### src/rtl/fetch_pkg.sv
// fetch_pkg: shared types and constants for the fetch PC unit.
//   state_t    - fetch sequencer states
//   PC_W       - program counter width
//   INSTR_W    - instruction word width
//   ALIGN_BITS - low PC bits that must be zero for a legal fetch target
package fetch_pkg;

    localparam int PC_W       = 64;
    localparam int INSTR_W    = 32;
    localparam int ALIGN_BITS = 2;

    typedef enum logic [2:0] {
        RST,
        REQ,
        WAIT,
        HOLD,
        FAULT
    } state_t;

    // A target is legal only when it lands on an instruction-word boundary.
    function automatic logic pc_aligned(input logic [PC_W-1:0] pc);
        return pc[ALIGN_BITS-1:0] == '0;
    endfunction

endpackage

### src/rtl/pc_reg.sv
// pc_reg: program counter register.
//   clk  - rising-edge clock
//   rst  - asynchronous active-high reset, loads RESET_PC
//   load - capture d on the next edge
//   d    - new PC value
//   q    - current PC
module pc_reg
    import fetch_pkg::*;
#(
    parameter logic [PC_W-1:0] RESET_PC = '0
) (
    input  logic            clk,
    input  logic            rst,
    input  logic            load,
    input  logic [PC_W-1:0] d,
    output logic [PC_W-1:0] q
);

    always_ff @(posedge clk or posedge rst) begin
        if (rst)       q <= RESET_PC;
        else if (load) q <= d;
    end

endmodule

### src/rtl/fetch_pc_unit.sv
// fetch_pc_unit: PC register plus instruction-fetch sequencer.
//   CLK, Reset            - clock, asynchronous active-high reset
//   NextPC, AdvancePC     - next target from upstream, qualified by AdvancePC
//   CurrentPC             - PC of the instruction being fetched/held
//   IMemReq, IMemAddr     - fetch request and address (held until granted)
//   IMemGnt               - memory accepted the request
//   IMemRdValid/RdData    - returned instruction word
//   Instruction/InstrValid- latched instruction for decode
//   FetchFault            - sticky misaligned-target fault
//   RetireCount           - accepted AdvancePC events, wraps at 2^CNT_W
module fetch_pc_unit
    import fetch_pkg::*;
#(
    parameter logic [PC_W-1:0] RESET_PC = 64'h0,
    parameter int              CNT_W    = 32
) (
    input  logic               CLK,
    input  logic               Reset,
    input  logic [PC_W-1:0]    NextPC,
    input  logic               AdvancePC,
    output logic [PC_W-1:0]    CurrentPC,
    output logic               IMemReq,
    output logic [PC_W-1:0]    IMemAddr,
    input  logic               IMemGnt,
    input  logic               IMemRdValid,
    input  logic [INSTR_W-1:0] IMemRdData,
    output logic [INSTR_W-1:0] Instruction,
    output logic               InstrValid,
    output logic               FetchFault,
    output logic [CNT_W-1:0]   RetireCount
);

    state_t state, next_state;
    logic   pc_load;
    logic   latch;
    logic   retire;
    logic   fault_set;

    pc_reg #(
        .RESET_PC (RESET_PC)
    ) u_pc_reg (
        .clk  (CLK),
        .rst  (Reset),
        .load (pc_load),
        .d    (NextPC),
        .q    (CurrentPC)
    );

    // The request address is simply the PC; it stays put until the PC is
    // reloaded, which only happens from HOLD.
    assign IMemAddr = CurrentPC;

    always_comb begin
        next_state = state;
        pc_load    = 1'b0;
        latch      = 1'b0;
        retire     = 1'b0;
        fault_set  = 1'b0;
        case (state)
            RST: next_state = REQ;
            REQ: begin
                // Zero-wait memories may grant and return in one cycle.
                if (IMemGnt && IMemRdValid) begin
                    latch      = 1'b1;
                    next_state = HOLD;
                end else if (IMemGnt) begin
                    next_state = WAIT;
                end
            end
            WAIT: begin
                if (IMemRdValid) begin
                    latch      = 1'b1;
                    next_state = HOLD;
                end
            end
            HOLD: begin
                if (AdvancePC) begin
                    // The faulting advance still retires the held instruction.
                    retire = 1'b1;
                    if (pc_aligned(NextPC)) begin
                        pc_load    = 1'b1;
                        next_state = REQ;
                    end else begin
                        fault_set  = 1'b1;
                        next_state = FAULT;
                    end
                end
            end
            FAULT: next_state = FAULT;
            default: next_state = RST;
        endcase
    end

    // Outputs are registered from the next state so they line up with the
    // state they describe.
    always_ff @(posedge CLK or posedge Reset) begin
        if (Reset) begin
            state       <= RST;
            IMemReq     <= 1'b0;
            InstrValid  <= 1'b0;
            Instruction <= '0;
            FetchFault  <= 1'b0;
            RetireCount <= '0;
        end else begin
            state      <= next_state;
            IMemReq    <= (next_state == REQ);
            InstrValid <= (next_state == HOLD);
            if (latch)     Instruction <= IMemRdData;
            if (fault_set) FetchFault  <= 1'b1;
            if (retire)    RetireCount <= RetireCount + CNT_W'(1);
        end
    end

endmodule

### config.mk
export PLATFORM = sky130hd
export DESIGN_NAME = fetch_pc_unit
export DESIGN_NICKNAME = d
export VERILOG_FILES = /design/src/rtl/fetch_pkg.sv /design/src/rtl/pc_reg.sv /design/src/rtl/fetch_pc_unit.sv
export SDC_FILE = /design/constraint.sdc
export NUM_CORES = 1
export LEC_CHECK = 0
export BUFFER_PORTS_ARGS = -buffer_cell sky130_fd_sc_hd__buf_2
export CAP_MARGIN = 10
export CORE_MARGIN = 2
export CORE_UTILIZATION = 43
export DETAILED_ROUTE_END_ITERATION = 12
export PLACE_DENSITY = 0.88
export SYNTH_ARGS = -nofsm -noshare
export SYNTH_HDL_FRONTEND = slang
export SYNTH_SLANG_ARGS = --single-unit
### constraint.sdc
create_clock -name CLK -period 5.1 [get_ports CLK]
set_input_delay 0.255 -clock CLK [delete_from_list [all_inputs] [get_ports CLK]]
set_output_delay 0.255 -clock CLK [all_outputs]
set_load 0.02 [all_outputs]
Word level (Yosys, flattened, before mapping)

Cells that the tools add are included.

Add/sub/neg operators: 1
Multipliers: 0
Divide/modulo/power cells: 0
Order comparisons: 0
Equality and inequality tests: 6
Shift-type cells: 0
Multiplexer cells: 17
Bitwise operators: 0
Reduce and logical (&&, ||, !) cells: 3

Operators with widths:

| operator                | number |
|---|---|
| $add A32 B1 Y32 const B | 1 |
| $mux W3                 | 5 |
| $pmux W3 S5             | 1 |
| $mux W1                 | 10 |
| $eq A3 B2 Y1 const B    | 3 |
| $eq A3 B1 Y1 const B    | 2 |
| $eq A3 B3 Y1 const B    | 1 |
| $logic_not A3 Y1        | 1 |
| $logic_not A2 Y1        | 1 |
| $pmux W1 S2             | 1 |
| $logic_and A1 B1 Y1     | 1 |

Bits in registers: 134
Bits in latches: 0
Bits in writable memories: 0
Bits in read-only memories: 0
Input port bits: 101
Word-level logic and storage cells: 34
Memories: 0

Logic depth before layout (Yosys ltp)

Depth after elaboration: 5
Depth in mapped cells: 5

Hierarchy

Synthesis repeated with hierarchy kept, for this count alone.

Cell total of the unflattened synthesis: 434
Area total of the unflattened synthesis: 6,060.8 um^2

By module, submodules not included:

| module        | instances | cells each | area an instance (um^2) | sequential area each (um^2) |
|---|---|---|---|---|
| fetch_pc_unit | 1         | 298        | 3,378.2                 | 1,751.7 |
| pc_reg        | 1         | 136        | 2,682.6                 | 1,601.5 |

Least setup slack after synthesis

OpenSTA, ideal clock, no wires.

Kind: reg2reg
From: register RetireCount[0]
To: register RetireCount[20]
Arrival time: 1,562 ps
Data required time: 4,971 ps
Path slack: 3,408 ps
Stages on the path, launching flop included: 6
Clock period less this slack: 1,692 ps
Cell sequence: dfrtp_1 ha_1 nand3_1 nor3_1 nand4_1 xnor2_1

Longest elaborated chain between the ends: 1

RTL lines:

| item                     | RTL line             | source |
|---|---|---|
| start: declaration       | fetch_pc_unit.sv:30  | `output logic [CNT_W-1:0] RetireCount` |
| start signal: assignment | fetch_pc_unit.sv:110 | `if (retire) RetireCount <= RetireCount + CNT_W'(1);` |
| $add A32 B1 Y32          | fetch_pc_unit.sv:110 |  |

Every way passes these cells.
A chain may end at the register's enable or synchronous reset.

Worst setup path after layout

From: register state[0]
To: register u_pc_reg.q[12]

Longest elaborated chain between the ends: 2

RTL lines:

| item                     | RTL line             | source |
|---|---|---|
| start: declaration       | fetch_pc_unit.sv:33  | `state_t state, next_state;` |
| start signal: assignment | fetch_pc_unit.sv:105 | `state <= next_state;` |
| $eq A3 B2 Y1             | fetch_pc_unit.sv:59  | `case (state)` |
| $mux W1                  | fetch_pc_unit.sv:59  |  |
| end signal: assignment   | pc_reg.sv:20         | `if (rst) q <= RESET_PC;` |
| end signal: assignment   | pc_reg.sv:21         | `else if (load) q <= d;` |
| end: declaration         | pc_reg.sv:16         | `output logic [PC_W-1:0] q` |

Every way passes these cells.

==> flow_metrics.env <==
export IMPL_run_status="finished clean"
export IMPL_maxUsedRoutingLayer="met4"
export IMPL_wl_met1_um=5140
export IMPL_most_common_layout_cells="buf_2 (295), dfrtp_1 (134), mux2_2 (92)"
export IMPL_required_ps=5390
export IMPL_die_h_um=120
export IMPL_grt_pass1_wl_um=20900
export IMPL_layout_drive_gt1_share_pct=63.1
export IMPL_period_share_pct=45.1
export IMPL_synth_compound_area_share_pct=0.582
export IMPL_cts_max_path_buffers=2
export IMPL_n_fill_cell=1127
export IMPL_synthMuxAreaShare_pct=18.2
export IMPL_gr_total_overflow=0
export IMPL_hold_depth=2
export IMPL_grt_pass1_vias=4156
export IMPL_synthFlopType="dfrtp_1"
export IMPL_fmax_ghz=0.435
export IMPL_place_gp_congestion=0.784
export IMPL_yosysWarningCount=0
export IMPL_hold_viol_final=0
export IMPL_vdd_drop_max_v=0.000384
export IMPL_yosysSeqAreaShare_pct=57.8
export IMPL_ys_ff_latch=134
export IMPL_fin_tns_setup_ps=0
export IMPL_synth_xor_area_share_pct=4.68
export IMPL_critPathMaxStageDelay_ps=570
export IMPL_power_leakage_nw=3.97
export IMPL_syn_inst=423
export IMPL_reg2reg_to="u_pc_reg.q[12]"
export IMPL_core_um2=13200
export IMPL_die_area_um2=14400
export IMPL_synth_cell_type_count=34
export IMPL_wl_met3_um=867
export IMPL_remaining_drc_errors=0
export IMPL_syn_nets=525
export IMPL_rrSetupSlack_ps=2800
export IMPL_rr_startpoint="state[0]"
export IMPL_place_area_um2=6960
export IMPL_cp_arrival_ps=2590
export IMPL_async_flop_share_pct=100
export IMPL_layout_commonest_cell="buf_2"
export IMPL_synth_edf_count=0
export IMPL_slowest_stage="buf_4"
export IMPL_final_antenna_net_count=0
export IMPL_worstSetupEndpointType="register"
export IMPL_globalRouteTotalUtil_pct=18.7
export IMPL_synth_adder_area_share_pct=0.216
export IMPL_cp_max_fo=44
export IMPL_synth_top_family_by_area="multiplexers"
export IMPL_setup_viol=0
export IMPL_antenna_found_initial=1
export IMPL_clk_latency_ps=410
export IMPL_dp_hpwl_um=9860
export IMPL_vias_per_cell=4.80
export IMPL_slew_headroom_pct=31.8
export IMPL_io_pins=296
export IMPL_max_cap_violations=0
export IMPL_cts_made_buffers=17
export IMPL_start_kind="register"
export IMPL_dr_pass1_iters=4
export IMPL_clock_skew_ps=6.07
export IMPL_rsz0062_at_grt="no"
export IMPL_cts_tree="built"
export IMPL_syn_area_um2=5800
export IMPL_clkSinkCount=134
export IMPL_worst_hold_path_endpoint="Instruction[25]"
export IMPL_tightest_slew_ps=1020
export IMPL_h_tree_depth=4
export IMPL_cts_clk_slew_worst_paths_ps=60
export IMPL_reg2regPathDepth=4
export IMPL_dieWidth_um=120
export IMPL_synthToLayoutAreaGrowth_pct=31.1
export IMPL_root_buffer="clkbuf_16"
export IMPL_grt_max_degree=71
export IMPL_post_cts_buffers=0
export IMPL_vias=4100
export IMPL_first_iter_violations=172
export IMPL_post_synth_cell_area_avg_um2=13.7
export IMPL_fin_area_um2=7600
export IMPL_hold_start="IMemRdData[25]"
export IMPL_wl_met2_um=7030
export IMPL_total_power_mw=5.17
export IMPL_slew_violations=0
export IMPL_start_util_pct=44.0
export IMPL_portBuffers=295
export IMPL_layout_nets=767
export IMPL_final_util_pct=57.7
export IMPL_drt_wl_total_um=13200
export IMPL_period_needed_ps=2300
export IMPL_worstPathCellList="and4b_1 -> nand2_2 -> buf_4 -> mux2_2"
export IMPL_hp_class="in -> reg"
export IMPL_wl_per_cell_um=15.5
export IMPL_rows=42
export IMPL_yosys_area_share_simple_pct=8.35
export IMPL_power_density_nw_per_um2=680
export IMPL_path_class="reg -> reg"
[cells in the mapped netlist, types with 2 or more instances]
cell | number | area (µm²)
a21oi_1 | 2 | 10.0
and4_1 | 4 | 35.0
xor2_1 | 4 | 35.0
nor2_1 | 5 | 18.8
and3_1 | 7 | 43.8
nand4_1 | 13 | 81.3
buf_4 | 64 | 480
mux2_1 | 2 | 22.5
and2_1 | 4 | 25.0
nand3_1 | 15 | 75.1
inv_1 | 4 | 15.0
nand2_1 | 13 | 48.8
buf_6 | 6 | 67.6
nor3_1 | 4 | 20.0
mux2_2 | 92 | 1040
nor4_1 | 2 | 12.5
dfrtp_1 | 134 | 3350
xnor2_1 | 27 | 236
buf_2 | 5 | 25.0
nand2b_1 | 2 | 12.5
[logic make-up (layout without fill, tap and decap cells)]
group / Yosys count / in the layout
other: 0 / 1
xor gates and xnor gates: 31 / 31
and+or+nand+nor: 79 / 79
DFF: 134 / 134
muxes: 94 / 94
adders and majority gates: 1 / 1
AOI/OAI and AO/OA: 5 / 5
buffers and inverters: 79 / 333
[flip-flops by register name, summed over array words and instances, names as in the netlist]
| register | count |
|---|---|
| FetchFault | 1 |
| IMemReq | 1 |
| InstrValid | 1 |
| Instruction | 32 |
| RetireCount | 32 |
| state | 3 |
| u_pc_reg.q | 64 |
[per-stage QoR]
step                worst slack, ps  hold slack (ps)  cells
floorplan                      1260              390    423
global placement               2870              377    821
detailed placement             2820              376    821
CTS                            2810             50.4    853
global route                   2640             56.1    854
finish                         2800             72.3    854
[layout make-up]
type                            count  area (µm²)  area share [%]
Sequential cell                   134        3350            44.1
Multi-Input combinational cell    210        1870            24.6
Timing Repair Buffer              298        1500            19.7
Clock buffer                       23         488            6.42
Tap cell                          176         220            2.90
Clock inverter                      8         145            1.91
Inverter                            4        20.0           0.263
Antenna cell                        1        2.50          0.0329
[where the power goes]
part / internal, mW / switching [mW] / total, mW / leakage (nW)
sequential: 1.48 / 0.287 / 1.76 / 1.68
combinational: 0.819 / 1.29 / 2.11 / 1.99
clock: 0.866 / 0.431 / 1.30 / 0.305
[routing by layer]
metal | track usage (%) | vias up
li1 | - | 1885
met1 | 21.7 | 2025
met2 | 32.8 | 175
met3 | 4.94 | 15
met4 | 7.72 | 0
met5 | 0 | -
[worst max-delay path by stage]
stage / start / to / slack (ps) / cells after the start
2_1_floorplan: Reset / FetchFault / 1260 / 1
3_3_place_gp: state[0] / u_pc_reg.q[12] / 2870 / 4
3_5_place_dp: state[0] / u_pc_reg.q[12] / 2820 / 4
4_1_cts: state[0] / u_pc_reg.q[12] / 2810 / 4
5_1_grt: state[0] / u_pc_reg.q[9] / 2640 / 4
6_report: state[0] / u_pc_reg.q[12] / 2800 / 4
[worst max-delay path: cells and delay by family (launching register included)]
kind	cells	cell delay, ps
buffers and inverters	1	570
AND/OR/NAND/NOR	2	700
flip-flops	1	460
multiplexers	1	410
[what timing repair did]
action                                 4_1_cts  5_1_grt
gates resized for setup                      0        0
endpoints found under the hold margin       64        0
setup endpoints to repair                    0        0
hold buffers                                 1        0
Note: power is estimated with default switching activity, not from simulation.
